## src/rtl/pkt_dvdr_tx_pkg.sv

```systemverilog
// ---------------------------------------------------------------------------
// pkt_dvdr_tx_pkg
// Shared definitions for the packet-divider transmit framer:
//   - tx_state_e      : framer state encoding
//   - *_CODE_DEF      : default SOP / EOP / PAD byte values
//   - calc_pad_len()  : number of pad bytes needed to reach the minimum length
//   - parity_fold()   : one step of the running XOR parity over a frame byte
// ---------------------------------------------------------------------------
package pkt_dvdr_tx_pkg;

    typedef enum logic [2:0] {
        LOAD = 3'd0,
        SOP  = 3'd1,
        LEN  = 3'd2,
        DATA = 3'd3,
        PAD  = 3'd4,
        PAR  = 3'd5,
        EOP  = 3'd6
    } tx_state_e;

    localparam logic [7:0] SOP_CODE_DEF = 8'hA5;
    localparam logic [7:0] EOP_CODE_DEF = 8'h5A;
    localparam logic [7:0] PAD_BYTE_DEF = 8'h00;

    // Pad bytes required so that payload + padding reaches min_payload.
    function automatic int calc_pad_len(input int len, input int min_payload);
        int pad_v;
        if (len < min_payload) begin
            pad_v = min_payload - len;
        end else begin
            pad_v = 0;
        end
        return pad_v;
    endfunction

    // Running parity is a plain byte-wise XOR; kept as a function so the
    // framer and any future checker share one definition.
    function automatic logic [31:0] parity_fold(input logic [31:0] acc, input logic [31:0] b);
        return acc ^ b;
    endfunction

endpackage

```

## src/rtl/pkt_dvdr_tx_buf.sv

```systemverilog
// ---------------------------------------------------------------------------
// pkt_dvdr_tx_buf
// DEPTH x DATA_W simple dual-port payload buffer.
//   clk      in   clock, rising edge
//   rst_n    in   asynchronous active-low reset (clears the read register only)
//   wr_en    in   write strobe
//   wr_addr  in   write address
//   wr_data  in   write data
//   rd_en    in   read strobe; rd_data updates on the next edge when set
//   rd_addr  in   read address
//   rd_data  out  registered read data (one cycle after rd_addr/rd_en)
// ---------------------------------------------------------------------------
module pkt_dvdr_tx_buf #(
    parameter int DATA_W = 8,
    parameter int DEPTH  = 64,
    parameter int AW     = 6
) (
    input  logic              clk,
    input  logic              rst_n,
    input  logic              wr_en,
    input  logic [AW-1:0]     wr_addr,
    input  logic [DATA_W-1:0] wr_data,
    input  logic              rd_en,
    input  logic [AW-1:0]     rd_addr,
    output logic [DATA_W-1:0] rd_data
);

    logic [DATA_W-1:0] mem_r [DEPTH];
    logic [DATA_W-1:0] rd_data_r;

    // Payload storage: synchronous write, contents are don't-care after reset.
    always_ff @(posedge clk) begin
        if (wr_en) begin
            mem_r[wr_addr] <= wr_data;
        end
    end

    // Registered read port.
    always_ff @(posedge clk or negedge rst_n) begin
        if (!rst_n) begin
            rd_data_r <= {DATA_W{1'b0}};
        end else if (rd_en) begin
            rd_data_r <= mem_r[rd_addr];
        end
    end

    assign rd_data = rd_data_r;

endmodule

```

## src/rtl/pkt_dvdr_tx_framer.sv

```systemverilog
// ---------------------------------------------------------------------------
// pkt_dvdr_tx_framer
// Buffers one payload packet from a valid/ready byte stream and emits it as
//   SOP | LEN | D1..Dn | PAD.. | PARITY | EOP
// with downstream backpressure, minimum-length padding and overflow
// truncation at DEPTH bytes.
//   clk       in   clock, rising edge
//   rst_n     in   asynchronous active-low reset
//   in_valid  in   payload byte valid
//   in_data   in   payload byte
//   in_last   in   final payload byte of the packet
//   in_ready  out  framer accepts a payload byte (only while loading)
//   tx_ready  in   downstream accepts a frame byte this cycle
//   tx_en     out  tx_data holds a valid frame byte (registered)
//   tx_data   out  frame byte (registered, holds when nothing is issued)
//   busy      out  frame transmission in progress
//   ovf_err   out  one-cycle pulse: packet truncated at DEPTH bytes
// ---------------------------------------------------------------------------
module pkt_dvdr_tx_framer
    import pkt_dvdr_tx_pkg::*;
#(
    parameter int                DATA_W      = 8,
    parameter int                DEPTH       = 64,
    parameter int                MIN_PAYLOAD = 4,
    parameter logic [DATA_W-1:0] SOP_CODE    = DATA_W'(SOP_CODE_DEF),
    parameter logic [DATA_W-1:0] EOP_CODE    = DATA_W'(EOP_CODE_DEF),
    parameter logic [DATA_W-1:0] PAD_BYTE    = DATA_W'(PAD_BYTE_DEF)
) (
    input  logic              clk,
    input  logic              rst_n,
    input  logic              in_valid,
    input  logic [DATA_W-1:0] in_data,
    input  logic              in_last,
    output logic              in_ready,
    input  logic              tx_ready,
    output logic              tx_en,
    output logic [DATA_W-1:0] tx_data,
    output logic              busy,
    output logic              ovf_err
);

    // Counters must reach DEPTH itself (LEN = DEPTH on overflow).
    localparam int CNT_W = $clog2(DEPTH + 1);
    localparam int AW    = (DEPTH > 1) ? $clog2(DEPTH) : 1;

    tx_state_e         state_r, state_nxt_s;
    logic [CNT_W-1:0]  wr_cnt_r, wr_cnt_nxt_s;
    logic [CNT_W-1:0]  rd_cnt_r, rd_cnt_nxt_s;
    logic [CNT_W-1:0]  len_r, len_nxt_s;
    logic [CNT_W-1:0]  pad_rem_r, pad_rem_nxt_s;
    logic [DATA_W-1:0] parity_r, parity_nxt_s;
    logic              tx_en_r, tx_en_nxt_s;
    logic [DATA_W-1:0] tx_data_r, tx_data_nxt_s;
    logic              ovf_r, ovf_nxt_s;
    logic              in_ready_r;
    logic              busy_r;

    logic              accept_s;
    logic              at_full_s;
    logic              wr_en_s;
    logic              rd_en_s;
    logic [DATA_W-1:0] rd_data_s;

    assign accept_s  = in_valid && in_ready_r;
    assign at_full_s = (wr_cnt_r == CNT_W'(DEPTH - 1));

    // Prefetch: the buffer is addressed with the next read count, so its
    // registered output always matches rd_cnt_r while in DATA. Reading starts
    // in LEN so byte 0 is ready on the first DATA cycle.
    assign rd_en_s = (state_r == LEN) || (state_r == DATA);

    pkt_dvdr_tx_buf #(
        .DATA_W (DATA_W),
        .DEPTH  (DEPTH),
        .AW     (AW)
    ) u_buf (
        .clk     (clk),
        .rst_n   (rst_n),
        .wr_en   (wr_en_s),
        .wr_addr (wr_cnt_r[AW-1:0]),
        .wr_data (in_data),
        .rd_en   (rd_en_s),
        .rd_addr (rd_cnt_nxt_s[AW-1:0]),
        .rd_data (rd_data_s)
    );

    // Next-state, counter, parity and output-byte selection.
    always_comb begin
        state_nxt_s   = state_r;
        wr_cnt_nxt_s  = wr_cnt_r;
        rd_cnt_nxt_s  = rd_cnt_r;
        len_nxt_s     = len_r;
        pad_rem_nxt_s = pad_rem_r;
        parity_nxt_s  = parity_r;
        tx_en_nxt_s   = 1'b0;
        tx_data_nxt_s = tx_data_r;
        ovf_nxt_s     = 1'b0;
        wr_en_s       = 1'b0;

        case (state_r)
            LOAD: begin
                if (accept_s) begin
                    wr_en_s      = 1'b1;
                    wr_cnt_nxt_s = wr_cnt_r + CNT_W'(1);
                    // The DEPTH-th byte closes the packet even without in_last.
                    if (in_last || at_full_s) begin
                        len_nxt_s     = wr_cnt_r + CNT_W'(1);
                        pad_rem_nxt_s = CNT_W'(calc_pad_len(int'(wr_cnt_r) + 1, MIN_PAYLOAD));
                        ovf_nxt_s     = !in_last;
                        state_nxt_s   = SOP;
                    end else begin
                        state_nxt_s   = LOAD;
                    end
                end else begin
                    wr_en_s = 1'b0;
                end
            end

            SOP: begin
                if (tx_ready) begin
                    tx_en_nxt_s   = 1'b1;
                    tx_data_nxt_s = SOP_CODE;
                    state_nxt_s   = LEN;
                end else begin
                    state_nxt_s   = SOP;
                end
            end

            LEN: begin
                if (tx_ready) begin
                    tx_en_nxt_s   = 1'b1;
                    tx_data_nxt_s = DATA_W'(len_r);
                    parity_nxt_s  = DATA_W'(len_r);
                    state_nxt_s   = DATA;
                end else begin
                    state_nxt_s   = LEN;
                end
            end

            DATA: begin
                if (tx_ready) begin
                    tx_en_nxt_s   = 1'b1;
                    tx_data_nxt_s = rd_data_s;
                    parity_nxt_s  = DATA_W'(parity_fold(32'(parity_r), 32'(rd_data_s)));
                    rd_cnt_nxt_s  = rd_cnt_r + CNT_W'(1);
                    if (rd_cnt_r == (len_r - CNT_W'(1))) begin
                        if (pad_rem_r != {CNT_W{1'b0}}) begin
                            state_nxt_s = PAD;
                        end else begin
                            state_nxt_s = PAR;
                        end
                    end else begin
                        state_nxt_s = DATA;
                    end
                end else begin
                    state_nxt_s = DATA;
                end
            end

            PAD: begin
                if (tx_ready) begin
                    tx_en_nxt_s   = 1'b1;
                    tx_data_nxt_s = PAD_BYTE;
                    parity_nxt_s  = DATA_W'(parity_fold(32'(parity_r), 32'(PAD_BYTE)));
                    pad_rem_nxt_s = pad_rem_r - CNT_W'(1);
                    if (pad_rem_r == CNT_W'(1)) begin
                        state_nxt_s = PAR;
                    end else begin
                        state_nxt_s = PAD;
                    end
                end else begin
                    state_nxt_s = PAD;
                end
            end

            PAR: begin
                if (tx_ready) begin
                    tx_en_nxt_s   = 1'b1;
                    tx_data_nxt_s = parity_r;
                    state_nxt_s   = EOP;
                end else begin
                    state_nxt_s   = PAR;
                end
            end

            EOP: begin
                if (tx_ready) begin
                    tx_en_nxt_s   = 1'b1;
                    tx_data_nxt_s = EOP_CODE;
                    wr_cnt_nxt_s  = {CNT_W{1'b0}};
                    rd_cnt_nxt_s  = {CNT_W{1'b0}};
                    len_nxt_s     = {CNT_W{1'b0}};
                    pad_rem_nxt_s = {CNT_W{1'b0}};
                    parity_nxt_s  = {DATA_W{1'b0}};
                    state_nxt_s   = LOAD;
                end else begin
                    state_nxt_s   = EOP;
                end
            end

            default: begin
                state_nxt_s = LOAD;
            end
        endcase
    end

    // FSM state register.
    always_ff @(posedge clk or negedge rst_n) begin
        if (!rst_n) begin
            state_r <= LOAD;
        end else begin
            state_r <= state_nxt_s;
        end
    end

    // Datapath registers and registered outputs; in_ready/busy are decoded
    // from the next state so they line up with state_r without a glitchy decode.
    always_ff @(posedge clk or negedge rst_n) begin
        if (!rst_n) begin
            wr_cnt_r   <= {CNT_W{1'b0}};
            rd_cnt_r   <= {CNT_W{1'b0}};
            len_r      <= {CNT_W{1'b0}};
            pad_rem_r  <= {CNT_W{1'b0}};
            parity_r   <= {DATA_W{1'b0}};
            tx_en_r    <= 1'b0;
            tx_data_r  <= {DATA_W{1'b0}};
            ovf_r      <= 1'b0;
            in_ready_r <= 1'b1;
            busy_r     <= 1'b0;
        end else begin
            wr_cnt_r   <= wr_cnt_nxt_s;
            rd_cnt_r   <= rd_cnt_nxt_s;
            len_r      <= len_nxt_s;
            pad_rem_r  <= pad_rem_nxt_s;
            parity_r   <= parity_nxt_s;
            tx_en_r    <= tx_en_nxt_s;
            tx_data_r  <= tx_data_nxt_s;
            ovf_r      <= ovf_nxt_s;
            in_ready_r <= (state_nxt_s == LOAD);
            busy_r     <= (state_nxt_s != LOAD);
        end
    end

    assign in_ready = in_ready_r;
    assign tx_en    = tx_en_r;
    assign tx_data  = tx_data_r;
    assign busy     = busy_r;
    assign ovf_err  = ovf_r;

endmodule

```

## config.mk

```make
export PLATFORM = sky130hd
export DESIGN_NAME = pkt_dvdr_tx_framer
export DESIGN_NICKNAME = d
export VERILOG_FILES = /design/src/rtl/pkt_dvdr_tx_pkg.sv /design/src/rtl/pkt_dvdr_tx_buf.sv /design/src/rtl/pkt_dvdr_tx_framer.sv
export SDC_FILE = /design/constraint.sdc
export NUM_CORES = 1
export LEC_CHECK = 0
export CELL_PAD_IN_SITES_DETAIL_PLACEMENT = 0
export CELL_PAD_IN_SITES_GLOBAL_PLACEMENT = 1
export CORE_UTILIZATION = 45
export DETAILED_ROUTE_END_ITERATION = 10
export MAX_ROUTING_LAYER = met4
export PLACE_DENSITY_LB_ADDON = 0.1
export SYNTH_ARGS = -nofsm -noshare
export SYNTH_HDL_FRONTEND = slang
export SYNTH_SLANG_ARGS = --single-unit
```

## constraint.sdc

```tcl
create_clock -name clk -period 5.5 [get_ports clk]
set_input_delay 0.55 -clock clk [delete_from_list [all_inputs] [get_ports clk]]
set_output_delay 0.55 -clock clk [all_outputs]
set_load 0.005 [all_outputs]
```

### Word-level counts from Yosys, hierarchy flattened

Memory sizes are Yosys's and may differ from the RTL's. A register that Yosys moved wholly into a read port is not among the register bits.
Cells that the tools add are included.

| storage, ports and cells | value |
|---|---|
| word-level logic and storage cells | 103 |
| memory bits (writable) | 512 |
| bits of input ports | 13 |
| memories kept | 1 |
| output and inout bits | 12 |
| register bits | 51 |

Memories:

| memory | depth | width | rd ports | clocked after Yosys merged registers in | wr ports | RTL line | RTL |
|---|---|---|---|---|---|---|---|
| u_buf.mem_r | 64 | 8 | 1 | 1 | 1 | pkt_dvdr_tx_buf.sv:28 | `logic [DATA_W-1:0] mem_r [DEPTH];` |

| cells by class | value |
|---|---|
| muxes and demuxes | 44 |
| add/subtract/negate cells | 6 |
| reductions and logical operators | 21 |
| eq/ne operators | 17 |
| bitwise gates (word level) | 1 |
| order comparisons | 1 |

Operator list:

| kind | number |
|---|---|
| $mux 7 | 10 |
| $mux 8 | 7 |
| $pmux 8 s6 | 1 |
| $pmux 7 s2 | 3 |
| $pmux 8 s3 | 1 |
| $pmux 3 s7 | 1 |
| $pmux 7 s3 | 1 |
| $ne 2x2->1 const B | 8 |
| $mux 3 | 5 |
| $add 7x1->7 const B | 2 |
| $sub 7x1->7 const B | 2 |
| $mux 1 | 13 |
| $eq 3x3->1 const B | 3 |
| $reduce_bool 3->1 | 3 |
| $add 7x1->8 const B | 1 |
| $lt 8x3->1 const B | 1 |
| $reduce_and 4->1 | 2 |
| $xor 8x8->8 | 1 |
| $eq 7x1->1 const B | 1 |
| $eq 7x6->1 const B | 1 |
| $eq 7x7->1 | 1 |
| $reduce_and 7->1 | 1 |
| $reduce_bool 7->1 | 1 |
| $sub 3x7->7 const A | 1 |
| 12 further kinds | 19 |

### Longest topological paths before layout

| logic depth | value |
|---|---|
| word-level depth | 6 |
| mapped depth | 17 |
| mapped depth without buffers | 11 |

### Hierarchy

From an unflattened synthesis, not the netlist that was laid out.

| second synthesis, totals | value |
|---|---|
| cell total of the unflattened synthesis | 1311 |
| area total of the unflattened synthesis | 23422.5 um2 |

By module, submodules not included:

| module | area an instance (um2) | seq. area each (um2) | cells an instance | times used |
|---|---|---|---|---|
| pkt_dvdr_tx_buf | 20226.9 | 15574.9 | 939 | 1 |
| pkt_dvdr_tx_framer | 3195.6 | 1277.5 | 372 | 1 |

### Worst setup path after synthesis

OpenSTA, ideal clock, no wires.

| path | value |
|---|---|
| kind | input-to-reg |
| start point | input port tx_ready |
| end point | register u_buf.rd_data_r[2] (netlist: u_buf.rd_data[2]), read port of u_buf.mem_r |
| data required time | 5.366 ns |
| buffers on the path | 5 |
| slack | 2.184 ns |
| setup time | 0.134 ns |
| arrival | 3.182 ns |
| stages | 15 |
| cell sequence | buf_2 -> clkbuf_1 -> inv_1 -> ha_1 -> and4b_1 -> a211oi_4 -> and2_1 -> buf_4 -> buf_6 -> buf_6 -> mux2_1 -> a222oi_1 -> nand2_1 -> o2111ai_1 -> o211ai_1 |

| between the ends | value |
|---|---|
| word-level cells in the longest chain between the ends | 2 |
| elaborated cells on any way between the ends | 3 |
| those cells by class | 3 x mux |

Ends and longest elaborated chain:

| item | RTL line | RTL |
|---|---|---|
| from (decl) | pkt_dvdr_tx_framer.sv:35 | `input logic tx_ready,` |
| $mux 7 (on tied branches) | pkt_dvdr_tx_framer.sv:187, pkt_dvdr_tx_framer.sv:141 |  |
| $pmux 7 s2 (*) | pkt_dvdr_tx_framer.sv:100 | `case (state_r)` |
| to (decl) | pkt_dvdr_tx_buf.sv:29 | `logic [DATA_W-1:0] rd_data_r;` |

Every way passes the cells marked *; elsewhere a longest branch is shown, timed or not. The select of a mux whose other input is x is not followed.
A chain may end at the register's enable or synchronous reset.

### Final worst setup path

| path | value |
|---|---|
| start point | register state_r[0] |
| end point | register u_buf.rd_data_r[7] (netlist: u_buf.rd_data[7]), read port of u_buf.mem_r |

| between the ends | value |
|---|---|
| word-level cells in the longest chain between the ends | 2 |
| elaborated cells on any way between the ends | 5 |
| those cells by class | 3 x eq/ne; 1 x mux; 1 x reduce/logical |

Ends and longest elaborated chain:

| item | RTL line | RTL |
|---|---|---|
| from (decl) | pkt_dvdr_tx_framer.sv:46 | `tx_state_e state_r, state_nxt_s;` |
| from (signal assigned) | pkt_dvdr_tx_framer.sv:212 | `state_r <= state_nxt_s;` |
| $eq 3x3->1, or another cell as far along | pkt_dvdr_tx_framer.sv:100 |  |
| $pmux 7 s2 / $logic_or 1x1->1 (equally long branches) | pkt_dvdr_tx_framer.sv:100, pkt_dvdr_tx_framer.sv:70 |  |

Several ways; a longest one is shown, not always the timed one.

==> summary.md <==
| Metric | Value |
|---|---|
| Outcome | finished, final reports clean |
| Pre-CTS setup slack | 1.01 ns |
| Aggregate global routing overflow | 0 |
| Met1 track demand over resource in global routing | 35.9% |
| Count of clock tree sinks | 571 |
| Clock tree buffer depth | 3 |
| Detailed-route wire length | 66200 µm |
| Async S/R FF share, synth | 10.3% |
| Via count of the first global-routing pass | 14800 |
| Die Outline Area | 53900 µm² |
| Count of buffers from port buffering | 24 |
| Crit Path Class | reg -> reg |
| Post-synth top flop | sky130_fd_sc_hd__edfxtp_1 |
| Leading post-synthesis cells by cell area | sky130_fd_sc_hd__edfxtp_1, sky130_fd_sc_hd__dfrtp_1, sky130_fd_sc_hd__nand2_1 |
| Worst EP required | 5.98 ns |
| Fraction of the mapped netlist area in simple logic gates | 11.9% |
| Layer carrying the most global-route usage | met2 |
| Hold-fix buffers at CTS | 0 |
| Layout cell share with drive strength beyond 1 | 10.9% |
| Post-CTS setup buffers | 0 |
| Minimum clock period | 4.07 ns |
| Worst-margin pin slew | 1.05 ns |
| First-iteration detailed-routing DRC count | 1383 |
| Number of buffers and inverters on the critical path | 3 |
| Met3 layer usage reported by global route | 3.79% |
| Net count of the finished layout | 1822 |
| Placed wire-length estimate | 39800 µm |
| Finished Layout Cells | 2540 |
| RSZ-0062 raised after global routing | no |
| Cell chain of the critical path | buf_4, inv_2, o21ai_1, a2bb2oi_4, buf_4, nor2_1, nand3_1, a311oi_1, a311o_1, o211ai_1 |
| Worst slew margin | 29.8% |
| Type of destination of the critical path | flop |
| Setup crit start kind | flop |
| Clock transition at the register clock pins on the worst setup and hold paths after CTS | 0.06 ns |
| Cell class contributing the biggest share of worst-path delay | compound AO/OA/AOI/OAI gates |
| Synth Net Count | 1808 |
| Cell count after synthesis | 1789 |
| Number of vias per cell | 5.99 |
| CTS Buf Count | 60 |
| Deepest level of the CTS H-tree | 2 |
| TritonCTS clock tree | done |
| CP max stage delay | 0.86 ns |
| WL/cell | 26.1 µm |
| Endpoints failing hold | 0 |
| Fmax | 246 MHz |
| Multiplexer area fraction after synthesis | 3.88% |
| Global-route wire length before repair | 99300 µm |
| Layout area overhead | 11.1% |
| Antenna violations before repair | 2 |
| Area of the core | 52400 µm² |
| Average footprint of a synthesized cell | 13.3 µm² |
| Final Cycle Share | 74.0% |
| Synthesis-stage register bit count | 571 |
| Fraction of synthesized cell area taken by the top area cell type | 64.5% |
| Maximum fanout count along the critical path | 31 |
| Area of the mapped netlist | 23800 µm² |
| Final count of pins violating max slew | 0 |
| Synthesis Warnings | 0 |
| Data arrival time of the critical path | 4.55 ns |
| VDD IR-drop max | 413 µV |
| Total instance count after detailed placement | 2429 |
| Post-route antenna net violation count | 0 |
| DIE HEIGHT | 232 µm |
| Cell Rows | 84 |
| Setup total negative slack | 0 ns |
| Horizontal die dimension | 232 µm |
| Master of the slowest instance on the critical path | sky130_fd_sc_hd__nor2_1 |
| Final Core Density | 50.5% |
| Hold crit path type | in -> async |
| P per Cell Area | 541 nW/µm² |
| Main combinational cell family by area after synthesis | simple AND/OR/NAND/NOR gates |
| Post-synthesis share of cell area spent on xor and xnor gates | 0.514% |
| Area fraction in compound gates after synthesis | 9.95% |
| Worst hold slack after final layout | 0.114 ns |
| Unique cell type count in the Yosys netlist | 70 |
| Cell mode on critical path | sky130_fd_sc_hd__buf_4 |
| Largest net degree at the start of global routing | 157 |
| Post-Route Skew | 0.0166 ns |
| Met2 Resource Use GR | 38.7% |
| # diodes | 0 |
| Post-detailed-route DRC marker count | 0 |
| Synth area leader | sky130_fd_sc_hd__edfxtp_1 |
| Initial core utilization | 45.5% |
| Least setup slack across all paths after layout | 1.43 ns |
| Number of flops mapped to enable cells by yosys | 512 |
| RD Place Congestion | 0.802 |
| Endpoints failing setup | 0 |
| 1st-pass router iterations | 5 |
| Max-cap check violation count | 0 |
| GRT Overall Usage | 25.8% |
| Number of placed I/O pins | 25 |
| Number of vias after detailed routing | 15200 |
| Sequential element share of the synthesized area | 70.7% |
| Quantity of gates resized following cts | 0 |
| Synthesized-area fraction occupied by adder cells | 0.315% |
| Root buffer selected by CTS | sky130_fd_sc_hd__clkbuf_16 |
| Clk Latency, worst-skew pair | 0.62 ns |
| Leak pwr | 8.84 nW |
==> cells in the mapped netlist, drive strengths merged (21+ instances only) <==
cell type,number
a211oi,26
a21oi,30
a311oi,24
and3,50
buf,72
clkbuf,35
dfrtp,58
edfxtp,512
inv,21
mux2,60
mux2i,25
nand2,343
nand3,77
nor2,108
o21ai,97
o22ai,38
==> layer usage <==
| metal | share of wire (%) | up-vias |
|---|---|---|
| li1 | - | 6815 |
| met1 | 45 | 7797 |
| met2 | 46 | 479 |
| met3 | 5.7 | 111 |
| met4 | 3.1 | 0 |
| met5 | 0 | - |
==> state kept, by name, indices dropped and copies added (netlist names) <==
register       flops
u_buf.rd_data      8
parity_r           8
ovf_err            1
pad_rem_r          7
wr_cnt_r           7
busy               1
in_ready           1
rd_cnt_r           7
tx_en              1
tx_data            8
state_r            3
len_r              7
u_buf.mem_r      512
==> final cells by class <==
cell class	instances	area, µm²
sequential	571	16900
tap	688	861
clock inverter	36	268
inverter	22	87.6
multi-input combinational	1089	6350
timing repair buffer	59	483
fill	4550	26000
clock buffer	75	1590
==> per-stage QoR <==
step | area [µm²] | total power [mW]
global placement | 24600 | 10.5
finish | 26500 | 14.3
global route | 26500 | 15.0
CTS | 26500 | 14.4
detailed placement | 24600 | 10.5
floorplan | 23800 | 8.69
==> worst register-to-register path: stages (launching register included) <==
cell	delay, ns
sky130_fd_sc_hd__dfrtp_1	0.70
sky130_fd_sc_hd__buf_4	0.31
sky130_fd_sc_hd__inv_2	0.18
sky130_fd_sc_hd__o21ai_1	0.30
sky130_fd_sc_hd__a2bb2oi_4	0.14
sky130_fd_sc_hd__buf_4	0.32
sky130_fd_sc_hd__nor2_1	0.88
sky130_fd_sc_hd__nand3_1	0.27
sky130_fd_sc_hd__a311oi_1	0.42
sky130_fd_sc_hd__a311o_1	0.29
sky130_fd_sc_hd__o211ai_1	0.12
==> kinds of logic after synthesis <==
group,Yosys count
adder cells (fa/ha/maj),6
multiplexers,85
XOR/XNOR,14
buffers and inverters,129
AO/OA/AOI/OAI,343
AND/OR/NAND/NOR,641
flip-flops,571
==> path summary, 6_finish.rpt <==
check | start | endpoint | slack, ns | cells past startpoint
max in group asynchronous | rst_n | u_buf.rd_data[0] | 4.82 | 2
max reg2reg | state_r[0] | u_buf.rd_data[7] | 1.43 | 10
max | state_r[0] | u_buf.rd_data[7] | 1.43 | 10
min in group clk | pad_rem_r[6] | pad_rem_r[6] | 0.49 | 1
min | rst_n | tx_data[5] | 0.11 | 2
min reg2reg | pad_rem_r[6] | pad_rem_r[6] | 0.49 | 1
==> placed cells by master, fill, tap and decap left out, drive strengths merged, types with 8 or more instances in the layout <==
cell type | netlist | layout
a211oi | 26 | 26
o211ai | 9 | 9
o2111ai | 19 | 19
and3 | 50 | 50
a21oi | 30 | 30
clkdlybuf4s50 | 0 | 15
a311oi | 24 | 24
inv | 21 | 23
edfxtp | 512 | 512
clkbuf | 35 | 75
o22ai | 38 | 38
nand4 | 14 | 14
nor2 | 108 | 108
a221oi | 8 | 8
mux2 | 60 | 60
mux2i | 25 | 25
a31oi | 15 | 15
clkinv | 1 | 30
dfrtp | 58 | 58
nand2 | 343 | 343
buf | 72 | 44
o21ai | 97 | 97
a32oi | 18 | 18
nand3 | 77 | 77
a22oi | 18 | 18
==> report_power, final <==
group	switching (mW)	internal [mW]
sequential	0.216	4.86
combinational	3.65	1.73
clock	1.68	2.22
total	5.54	8.80
(Power assumes the default switching activity.)
